<file path="src/rtl/mem_arbiter.sv">
// mem_arbiter: shares one single-port memory between instruction fetch
// (IF) and the MEM-stage data port, one outstanding transaction at a time.
//
// Ports
//   clk, rst        clock, synchronous active-high reset
//   if_req/if_addr  fetch read request; if_flush drops a pending fetch
//   if_gnt          fetch command accepted (combinational)
//   if_rvalid/data  fetch response, one-cycle registered pulse
//   dm_req/we/addr/wdata/be  data request
//   dm_gnt          data command accepted (combinational)
//   dm_rvalid/data  data response or write ack (rdata 0 for writes)
//   mem_req/we/addr/wdata/be  registered command to memory
//   mem_gnt         memory accepted the command
//   mem_rvalid/data memory response
module mem_arbiter #(
  parameter int ADDR_W     = 32,
  parameter int DATA_W     = 32,
  parameter int STARVE_MAX = 4
) (
  input  logic                clk,
  input  logic                rst,
  input  logic                if_req,
  input  logic [ADDR_W-1:0]   if_addr,
  input  logic                if_flush,
  output logic                if_gnt,
  output logic                if_rvalid,
  output logic [DATA_W-1:0]   if_rdata,
  input  logic                dm_req,
  input  logic                dm_we,
  input  logic [ADDR_W-1:0]   dm_addr,
  input  logic [DATA_W-1:0]   dm_wdata,
  input  logic [DATA_W/8-1:0] dm_be,
  output logic                dm_gnt,
  output logic                dm_rvalid,
  output logic [DATA_W-1:0]   dm_rdata,
  output logic                mem_req,
  output logic                mem_we,
  output logic [ADDR_W-1:0]   mem_addr,
  output logic [DATA_W-1:0]   mem_wdata,
  output logic [DATA_W/8-1:0] mem_be,
  input  logic                mem_gnt,
  input  logic                mem_rvalid,
  input  logic [DATA_W-1:0]   mem_rdata
);

  localparam logic [1:0] IDLE  = 2'd0;
  localparam logic [1:0] ISSUE = 2'd1;
  localparam logic [1:0] WAIT  = 2'd2;

  localparam logic [3:0] SMAX = 4'(STARVE_MAX);

  logic [1:0] state;
  logic       owner_if;
  logic       drop;
  logic [3:0] starve_cnt;

  logic idle;
  logic if_cand;
  logic fetch_pri;

  always_comb begin
    idle      = (state == IDLE);
    if_cand   = if_req && !if_flush;
    fetch_pri = (starve_cnt == SMAX);
    if_gnt    = idle && if_cand && (!dm_req || fetch_pri);
    dm_gnt    = idle && dm_req && !if_gnt;
  end

  always_ff @(posedge clk) begin
    if (rst) begin
      state      <= IDLE;
      owner_if   <= 1'b0;
      drop       <= 1'b0;
      starve_cnt <= '0;
      mem_req    <= 1'b0;
      mem_we     <= 1'b0;
      mem_addr   <= '0;
      mem_wdata  <= '0;
      mem_be     <= '0;
      if_rvalid  <= 1'b0;
      if_rdata   <= '0;
      dm_rvalid  <= 1'b0;
      dm_rdata   <= '0;
    end else begin
      if_rvalid <= 1'b0;
      dm_rvalid <= 1'b0;
      case (state)
        IDLE: begin
          if (if_gnt) begin
            mem_req    <= 1'b1;
            mem_we     <= 1'b0;
            mem_addr   <= if_addr;
            mem_wdata  <= '0;
            mem_be     <= '1;
            owner_if   <= 1'b1;
            starve_cnt <= '0;
            state      <= ISSUE;
          end else if (dm_gnt) begin
            mem_req   <= 1'b1;
            mem_we    <= dm_we;
            mem_addr  <= dm_addr;
            mem_wdata <= dm_wdata;
            mem_be    <= dm_be;
            owner_if  <= 1'b0;
            state     <= ISSUE;
            // Count only grants that made a live fetch wait.
            if (!if_req)
              starve_cnt <= '0;
            else if (!fetch_pri)
              starve_cnt <= starve_cnt + 4'd1;
          end
        end
        ISSUE: begin
          if (owner_if && if_flush)
            drop <= 1'b1;
          if (mem_gnt) begin
            mem_req <= 1'b0;
            state   <= WAIT;
          end
        end
        WAIT: begin
          if (owner_if && if_flush)
            drop <= 1'b1;
          if (mem_rvalid) begin
            // A flush arriving with the response still kills it.
            if (owner_if) begin
              if (!(drop || if_flush)) begin
                if_rvalid <= 1'b1;
                if_rdata  <= mem_rdata;
              end
            end else begin
              dm_rvalid <= 1'b1;
              dm_rdata  <= mem_we ? '0 : mem_rdata;
            end
            drop  <= 1'b0;
            state <= IDLE;
          end
        end
        default: state <= IDLE;
      endcase
    end
  end

endmodule

</file>
<file path="config.mk">
export PLATFORM = sky130hd
export DESIGN_NAME = mem_arbiter
export DESIGN_NICKNAME = d
export VERILOG_FILES = /design/src/rtl/mem_arbiter.sv
export SDC_FILE = /design/constraint.sdc
export NUM_CORES = 1
export LEC_CHECK = 0
export ABC_CLOCK_PERIOD_IN_PS = 5100
export CORE_ASPECT_RATIO = 0.7
export CORE_MARGIN = 2
export CORE_UTILIZATION = 43
export DETAILED_ROUTE_END_ITERATION = 12
export GPL_ROUTABILITY_DRIVEN = 0
export GPL_TIMING_DRIVEN = 0
export PLACE_DENSITY = 0.85
export SYNTH_ARGS = -nofsm -noshare
export SYNTH_HDL_FRONTEND = slang
export SYNTH_SLANG_ARGS = --single-unit
export TNS_END_PERCENT = 10
</file>
<file path="constraint.sdc">
create_clock -name clk -period 5.1 [get_ports clk]
set_clock_uncertainty 0.2 [all_clocks]
set_input_delay 1.02 -clock clk [delete_from_list [all_inputs] [get_ports clk]]
set_output_delay 1.02 -clock clk [all_outputs]
set_load 0.02 [all_outputs]
</file>
; Word-level counts from Yosys, hierarchy flattened
; Index checks and enable logic that the tools add are counted.
[classes]
addsub = 1
n_mul = 0
n_div = 0
magnitude_cmp = 0
n_eq_ne = 7
n_shift = 0
mux = 29
bitwise_logic = 4
reduce_logical = 23
[ops]
columns = operator, count
row1 = 2-to-1 mux 32 bit, 5
row2 = 2-to-1 mux 4 bit, 6
row3 = AND reduction 3 bit, 4
row4 = 2-to-1 mux 1 bit, 11
row5 = 2-to-1 mux 2 bit, 4
row6 = logical AND 1 bit, 6
row7 = inequality test 3 bit (second input constant), 2
row8 = one-hot mux 2 bit (3 select lines), 1
row9 = nonzero test 2 bit, 3
row10 = adder 4 x 1 -> 4 bit (second input constant), 1
row11 = equality test 4 x 3 -> 1 bit (second input constant), 1
row12 = inequality test 2 bit (second input constant), 2
row13 = NOT 1 bit, 4
row14 = one-hot mux 1 bit (2 select lines), 2
row15 = AND reduction 4 bit, 1
row16 = OR reduction 4 bit, 1
row17 = logical NOT 1 bit, 3
row18 = OR reduction 3 bit, 1
row19 = equality test 2 x 1 -> 1 bit (second input constant), 1
row20 = equality test 2 bit (second input constant), 1
row21 = logical NOT 2 bit, 1
row22 = logical OR 1 bit, 2
row23 = AND reduction 2 bit, 1
[totals]
reg_bits = 144
latch_bits = 0
ramBits = 0
rom_bits = 0
wordCells = 77
n_memories = 0

; Longest topological paths before layout
; Gate-level depths: netlist (run 1).
[logic_depth]
depth_word = 9
ltp_mapped = 8
depth_no_buf = 6

; Worst setup path after synthesis (run 1)
; OpenSTA, ideal clock, no wires.
[synth_timing]
kind = input -> output
startpoint = in dm_req
endpoint = out dm_gnt
arrival_time_ps = 1912
required_time_ps = 3880
setup_slack_ps = 1968
stages = 6
cell_sequence = buf_4 > inv_1 > o211ai_4 > nand3_4 > buf_6 > inv_1
[synth_via]
elab_chain_len = 5
[synth_lines]
columns = element, line_no
row1 = "start, declared", 28  ; input logic dm_req,
row2 = logical NOT 1 bit, 65  ; if_gnt = idle && if_cand && (!dm_req || fetch_pri);
row3 = logical OR 1 bit, 65
row4 = logical AND 1 bit, 65
row5 = logical NOT 1 bit, 66  ; dm_gnt = idle && dm_req && !if_gnt;
row6 = logical AND 1 bit *, 66
row7 = "end, declared", 33  ; output logic dm_gnt,
; Every way passes the cells marked *; elsewhere a longest branch is shown, timed or not.

; Final worst setup path (run 1)
[layout_timing]
startpoint = in if_req
endpoint = out if_gnt
[layout_via]
elab_chain_len = 3
[layout_lines]
columns = element, line_no
row1 = "start, declared", 22  ; input logic if_req,
row2 = logical AND 1 bit, 63  ; if_cand = if_req && !if_flush;
row3 = logical AND 1 bit (2 in series), 65
row4 = "end, declared", 25  ; output logic if_gnt,
; Every way passes these cells.

==> impl_metrics.env, run 1 <==
export IMPL_status="finished clean"
export IMPL_holdPathStages=2
export IMPL_syn2layout_area_growth_pct=64.3
export IMPL_post_route_period_util=0.830
export IMPL_fp_dieW_um=139
export IMPL_detail_route_antenna_nets=0
export IMPL_p_switching_uw=1230
export IMPL_clkLatencyLatePin_ps=400
export IMPL_grt_pass1_vias=5303
export IMPL_p_sw_frac=0.324
export IMPL_drv_cap=0
export IMPL_finalWirelength_um=18700
export IMPL_pwr_share_comb=0.322
export IMPL_grt_use_total=0.270
export IMPL_vias_per_cell=5.13
export IMPL_cts_tree="built"
export IMPL_tightest_slew_ps=645
export IMPL_ctsResizeCount=0
export IMPL_hp_start="mem_wdata[10]$_SDFFE_PP0P_"
export IMPL_cts_made_buffers=17
export IMPL_yosysTopAreaCellShare=0.525
export IMPL_critPathMaxFanout=10
export IMPL_period_minus_slack_ps=4230
export IMPL_placed_cell_area_mm2=0.00844
export IMPL_slew_violations=0
export IMPL_mostFrequentLayoutCells="clkdlybuf4s50_1 (275), dfxtp_1 (144), nand2_1 (134)"
export IMPL_clock_root_buffer="clkbuf_16"
export IMPL_setup_ws_ps=869
export IMPL_io_buffers=275
export IMPL_worstSetupEndpointType="output pin"
export IMPL_start_util=0.442
export IMPL_die_area_mm2=0.0137
export IMPL_wl_per_cell_um=17.6
export IMPL_p_leak_uw=0.00334
export IMPL_first_iter_violations=333
export IMPL_dr_total_vias=5455
export IMPL_netlist_area_mm2=0.00549
export IMPL_syn_avg_cell_area_um2=9.22
export IMPL_rsz0062_at_grt="no"
export IMPL_r2r_start="state[0]$_SDFFE_PP0P_"
export IMPL_core_area_mm2=0.0124
export IMPL_fin_cells=1064
export IMPL_max_slew_margin_rel=0.570
export IMPL_final_cell_area_mm2=0.00902
export IMPL_cp_arrival_ps=3010
export IMPL_die_height_um=98.5
export IMPL_hold_viol=0
export IMPL_dp_slack_ps=871
export IMPL_dp_cells=1032
export IMPL_drive_gt1_frac=0.0909
export IMPL_synth_seq_area_share=0.525
export IMPL_dpl_hpwl_um=14100
export IMPL_reg2reg_depth=7
export IMPL_final_common_cell="clkdlybuf4s50_1"
export IMPL_setup_viol=0
export IMPL_clkPwrFrac=0.318
export IMPL_grt_max_degree=17
export IMPL_synth_cell_types=39
export IMPL_final_util=0.726
export IMPL_syn_instance_count=595
export IMPL_io_pins=278
export IMPL_holdBufCountCts=0
export IMPL_clock_sink_count=144
export IMPL_pwr_share_seq=0.360
export IMPL_power_density_mw_per_mm2=419
export IMPL_antenna_found_initial=0
export IMPL_intPower_uw=2560
export IMPL_h_tree_depth=4
export IMPL_synth_nets=741
export IMPL_fin_nets=1035
export IMPL_regToRegSetupSlack_ps=2870
export IMPL_drcViolationCount=0
export IMPL_ys_top_cells_by_area="dfxtp_1 (53%), nand2_1 (9.2%), a21oi_1 (8.4%), o221a_1 (6.0%), a22o_1 (5.1%)"
export IMPL_synth_top_cell_by_area="dfxtp_1"
export IMPL_post_cts_buffers=0
export IMPL_grt_pass1_wl_um=29000
export IMPL_path_class="in2out"
export IMPL_cts_buffer_depth=2
export IMPL_drtPass1Iterations=5
export IMPL_cts_clk_slew_worst_paths_ps=60
export IMPL_fillerInstances=956
export IMPL_peakVddDrop_v=0.000275
export IMPL_insertedDiodeCount=0
export IMPL_grt_overflow=0
export IMPL_ys_ff_latch=144
export IMPL_hold_class="reg2reg"
export IMPL_start_kind="primary input"
export IMPL_worstReg2RegEnd="dm_rdata[11]$_SDFFE_PP0P_"
export IMPL_ys_warn_count=0
export IMPL_fmax_mhz=236
export IMPL_min_to="mem_wdata[10]$_SDFFE_PP0P_"
export IMPL_num_rows=34
export IMPL_tns_ps=0
export IMPL_cp_required_ps=3880
-- per-stage QoR --
step                      total power [uW]  hold slack [ps]
after global routing                  3960              268
after global placement                2570              237
after detailed placement              2600              242
after floorplan                       2030              274
after CTS                             3800              250
final                                 3780              248
-- synthesized netlist by cell type --
cell type and instances:
a22o_1 32, a21oi_2 10, nand3_1 12, nor4_2 1, nor3_1 3, nand2b_1 3
o221a_1 29, buf_2 16, o21ai_0 1, buf_4 6, o311ai_0 1, a211oi_1 1
a311oi_1 1, clkbuf_1 15, o311a_1 1, and3b_4 1, o211ai_4 1, nand3_4 1
dfxtp_1 144, ha_1 6, inv_1 43, nor2b_1 1, nand2_2 1, nor4b_2 1
nand2_1 134, o221ai_1 2, nand3b_1 1, buf_6 9, a31oi_1 5, mux2i_1 2
nor2_1 8, o21ai_4 1, or4b_1 1, buf_1 2, a21oi_1 92, a22oi_1 1
nor4_1 1, o21a_1 2, o221a_2 3
-- state kept, by name (all words and copies together) (netlist names) --
signal and count:
mem_req 1, owner_if 1, mem_wdata 32, drop 1
dm_rdata 32, mem_be 4, dm_rvalid 1, mem_we 1
starve_cnt 4, state 2, if_rvalid 1, if_rdata 32
mem_addr 32
-- cell families (layout without fill, tap and decap cells) --
kind of cell | count (synthesis) | count (layout) | synth area share
AO/OA/AOI/OAI | 183 | 183 | 0.244
adder cells (fa/ha/maj) | 6 | 6 | 0.0137
buffers and inverters | 91 | 398 | 0.0823
flip-flops | 144 | 144 | 0.525
multiplexers | 2 | 2 | 0.00365
AND/OR/NAND/NOR | 169 | 169 | 0.131
-- power by group through the flow --
stage	Clock [uW]	Combinational, uW	Sequential, uW
after floorplan	0	477	1550
after CTS	1220	1220	1360
after global placement	0	1190	1380
final	1200	1220	1360
after global routing	1270	1310	1380
after detailed placement	0	1210	1390
-- area by class of cell --
| class | instances | area, um2 | area share |
|---|---|---|---|
| flip-flops and latches | 144 | 2880 | 0.320 |
| clock inverters | 11 | 105 | 0.0117 |
| well taps | 162 | 203 | 0.0225 |
| repair buffers | 275 | 2750 | 0.305 |
| multi-input cells | 360 | 2150 | 0.239 |
| clock buffers | 21 | 470 | 0.0522 |
| inverters | 43 | 161 | 0.0179 |
| plain buffers | 48 | 290 | 0.0322 |
-- critical path, stage by stage --
cell	delay (ps)
clkdlybuf4s50_1	550
nor2b_1	160
buf_4	190
o211ai_4	120
buf_6	170
buf_6	140
inv_1	60
clkdlybuf4s50_1	590
-- worst max-delay path by stage --
stage / startpoint / endpoint / cells after the start
5_1_grt: if_req / if_gnt / 8
6_report: if_req / if_gnt / 8
2_1_floorplan: dm_req / dm_gnt / 6
4_1_cts: if_req / if_gnt / 8
3_5_place_dp: if_req / if_gnt / 8
3_3_place_gp: if_flush / dm_gnt / 8
-- layer usage --
metal	share of wire	wire length, um	global-route usage	up-vias
met4	0.017	315	0.0831	0
li1	-	-	-	2645
met2	0.48	8960	0.447	199
met3	0.065	1220	0.0666	24
met5	0	0	0	-
met1	0.44	8230	0.352	2587
Note: power is estimated with default switching activity, not from simulation.
==> run 2, diff against run 1 <==
--- a/config.mk
+++ b/config.mk
@@ -5,14 +5,14 @@
 export SDC_FILE = /design/constraint.sdc
 export NUM_CORES = 1
 export LEC_CHECK = 0
-export ABC_CLOCK_PERIOD_IN_PS = 5100
+export ABC_CLOCK_PERIOD_IN_PS = 3800
 export CORE_ASPECT_RATIO = 0.7
 export CORE_MARGIN = 2
-export CORE_UTILIZATION = 43
+export CORE_UTILIZATION = 36
 export DETAILED_ROUTE_END_ITERATION = 12
 export GPL_ROUTABILITY_DRIVEN = 0
 export GPL_TIMING_DRIVEN = 0
-export PLACE_DENSITY = 0.85
+export PLACE_DENSITY = 0.76
 export SYNTH_ARGS = -nofsm -noshare
 export SYNTH_HDL_FRONTEND = slang
 export SYNTH_SLANG_ARGS = --single-unit
==> constraint.sdc (replaced) <==
create_clock -name clk -period 3.8 [get_ports clk]
set_clock_uncertainty 0.2 [all_clocks]
set_input_delay 0.76 -clock clk [delete_from_list [all_inputs] [get_ports clk]]
set_output_delay 0.76 -clock clk [all_outputs]
set_load 0.02 [all_outputs]
==> run 2 against run 1 <==
Critical path depth unchanged. Utilization fell by 11 points. Global-route usage is 4.7 points lower. First-iteration DRC count shrank 21%. Setup slack lost 790 ps. Worst hold slack about the same. Sequential power is 35% higher. Final cell count rose by 3.1%. Critical path type unchanged. Largest cell class unchanged. Largest power group unchanged.
==> impl_metrics.env, run 2 (synthesis results as in run 1) <==
export IMPL_core_area_mm2=0.0148
export IMPL_tightest_slew_ps=711
export IMPL_peakVddDrop_v=0.000281
export IMPL_tns_ps=0
export IMPL_fin_cells=1097
export IMPL_insertedDiodeCount=0
export IMPL_dp_cells=1065
export IMPL_setup_viol=0
export IMPL_die_area_mm2=0.0163
export IMPL_placed_cell_area_mm2=0.00848
export IMPL_post_route_period_util=0.980
export IMPL_cp_required_ps=2840
export IMPL_post_cts_buffers=0
export IMPL_drv_cap=0
export IMPL_fp_dieW_um=152
export IMPL_wl_per_cell_um=17.1
export IMPL_io_buffers=275
export IMPL_clock_sink_count=144
export IMPL_path_buf_inv=5
export IMPL_die_height_um=107
export IMPL_holdBufCountCts=0
export IMPL_ctsResizeCount=0
export IMPL_status="finished clean"
export IMPL_final_common_cell="clkdlybuf4s50_1"
export IMPL_num_rows=37
export IMPL_grt_pass1_vias=5111
export IMPL_syn2layout_area_growth_pct=66.0
export IMPL_fmax_mhz=268
export IMPL_clkPwrFrac=0.337
export IMPL_power_uw=5200
export IMPL_cp_arrival_ps=2770
export IMPL_finalWirelength_um=18700
export IMPL_first_iter_violations=262
export IMPL_mostFrequentLayoutCells="clkdlybuf4s50_1 (274), dfxtp_1 (144), nand2_1 (134)"
export IMPL_drive_gt1_frac=0.0909
export IMPL_cp_cell_sequence="clkdlybuf4s50_1 > nor2b_1 > buf_4 > o211ai_4 > nand3_4 > buf_6 > inv_1 > clkdlybuf4s50_1"
export IMPL_cts_buffer_depth=2
export IMPL_slowest_stage="clkdlybuf4s50_1"
export IMPL_fin_nets=1035
export IMPL_dr_total_vias=5358
export IMPL_cp_common_cell="clkdlybuf4s50_1"
export IMPL_hold_viol=0
export IMPL_rsz0062_at_grt="no"
export IMPL_worstSetupEndpointType="output pin"
export IMPL_io_pins=278
export IMPL_start_kind="primary input"
export IMPL_power_density_mw_per_mm2=571
export IMPL_path_class="in2out"
export IMPL_final_cell_area_mm2=0.00911
export IMPL_cts_made_buffers=17
export IMPL_dpl_hpwl_um=14000
export IMPL_slew_violations=0
export IMPL_cts_clk_slew_worst_paths_ps=60
export IMPL_grt_use_total=0.223
export IMPL_period_minus_slack_ps=3730
export IMPL_drtPass1Iterations=4
export IMPL_critPathTopFamily="buffers and inverters"
export IMPL_clkLatencyLatePin_ps=410
export IMPL_critPathMaxFanout=10
export IMPL_clock_root_buffer="clkbuf_16"
export IMPL_p_switching_uw=1670
export IMPL_drcViolationCount=0
export IMPL_max_slew_margin_rel=0.526
export IMPL_cts_tree="built"
export IMPL_fillerInstances=1276
export IMPL_p_sw_frac=0.320
export IMPL_antenna_found_initial=0
export IMPL_pwr_share_comb=0.311
export IMPL_holdWs_ps=248
export IMPL_p_leak_uw=0.00337
export IMPL_grt_pass1_wl_um=27900
export IMPL_regToRegSetupSlack_ps=1650
export IMPL_vias_per_cell=4.88
export IMPL_critPathMaxStageDelay_ps=590
export IMPL_grt_max_degree=17
export IMPL_detail_route_antenna_nets=0
export IMPL_intPower_uw=3540
export IMPL_pwr_share_seq=0.351
export IMPL_hold_class="reg2reg"
export IMPL_h_tree_depth=4
export IMPL_start_util=0.370
export IMPL_grt_overflow=0
==> run 2: power by group through the flow <==
stage          combinational, uW  sequential [uW]  clock (uW)
3_5_place_dp                1620             1860           0
6_report                    1620             1830        1760
3_3_place_gp                1610             1850           0
2_1_floorplan                640             2090           0
5_1_grt                     1740             1850        1860
4_1_cts                     1630             1830        1790
==> run 2: stage by stage <==
step                setup WS (ps)  utilization
floorplan                    1190            -
global placement             65.3        0.573
detailed placement           54.5        0.573
CTS                          55.0        0.615
global route                 4.25        0.615
finish                       74.7        0.615
==> run 2: final timing paths <==
kind	end	start	depth (start not counted)
worst min register to register	mem_wdata[12]$_SDFFE_PP0P_	mem_wdata[12]$_SDFFE_PP0P_	2
worst max register to register	dm_rdata[17]$_SDFFE_PP0P_	state[0]$_SDFFE_PP0P_	7
worst max-delay path	dm_gnt	if_req	8
worst min-delay path	mem_wdata[12]$_SDFFE_PP0P_	mem_wdata[12]$_SDFFE_PP0P_	2
==> run 2: area by class of cell <==
| class | count | area (um2) | area share |
|---|---|---|---|
| clock inverter | 13 | 178 | 0.0195 |
| inverter | 43 | 161 | 0.0177 |
| timing repair buffer | 275 | 2760 | 0.303 |
| multi-input combinational | 360 | 2150 | 0.236 |
| sequential | 144 | 2880 | 0.317 |
| buffer | 48 | 290 | 0.0319 |
| tap | 195 | 244 | 0.0268 |
| clock buffer | 19 | 443 | 0.0486 |
==> run 2: metal layers <==
metal / track usage / share of wire
met1: 0.299 / 0.45
met4: 0.0721 / 0.016
met5: 0 / 0
met3: 0.0568 / 0.076
met2: 0.351 / 0.45
==> run 2: worst reg2reg max path, stage by stage, from the launching register on <==
cell and delay (ps):
dfxtp_1 370, inv_1 80, ha_1 240, nand2_2 120, nor2_1 50, nor2_1 320, clkbuf_1 480, a22o_1 230
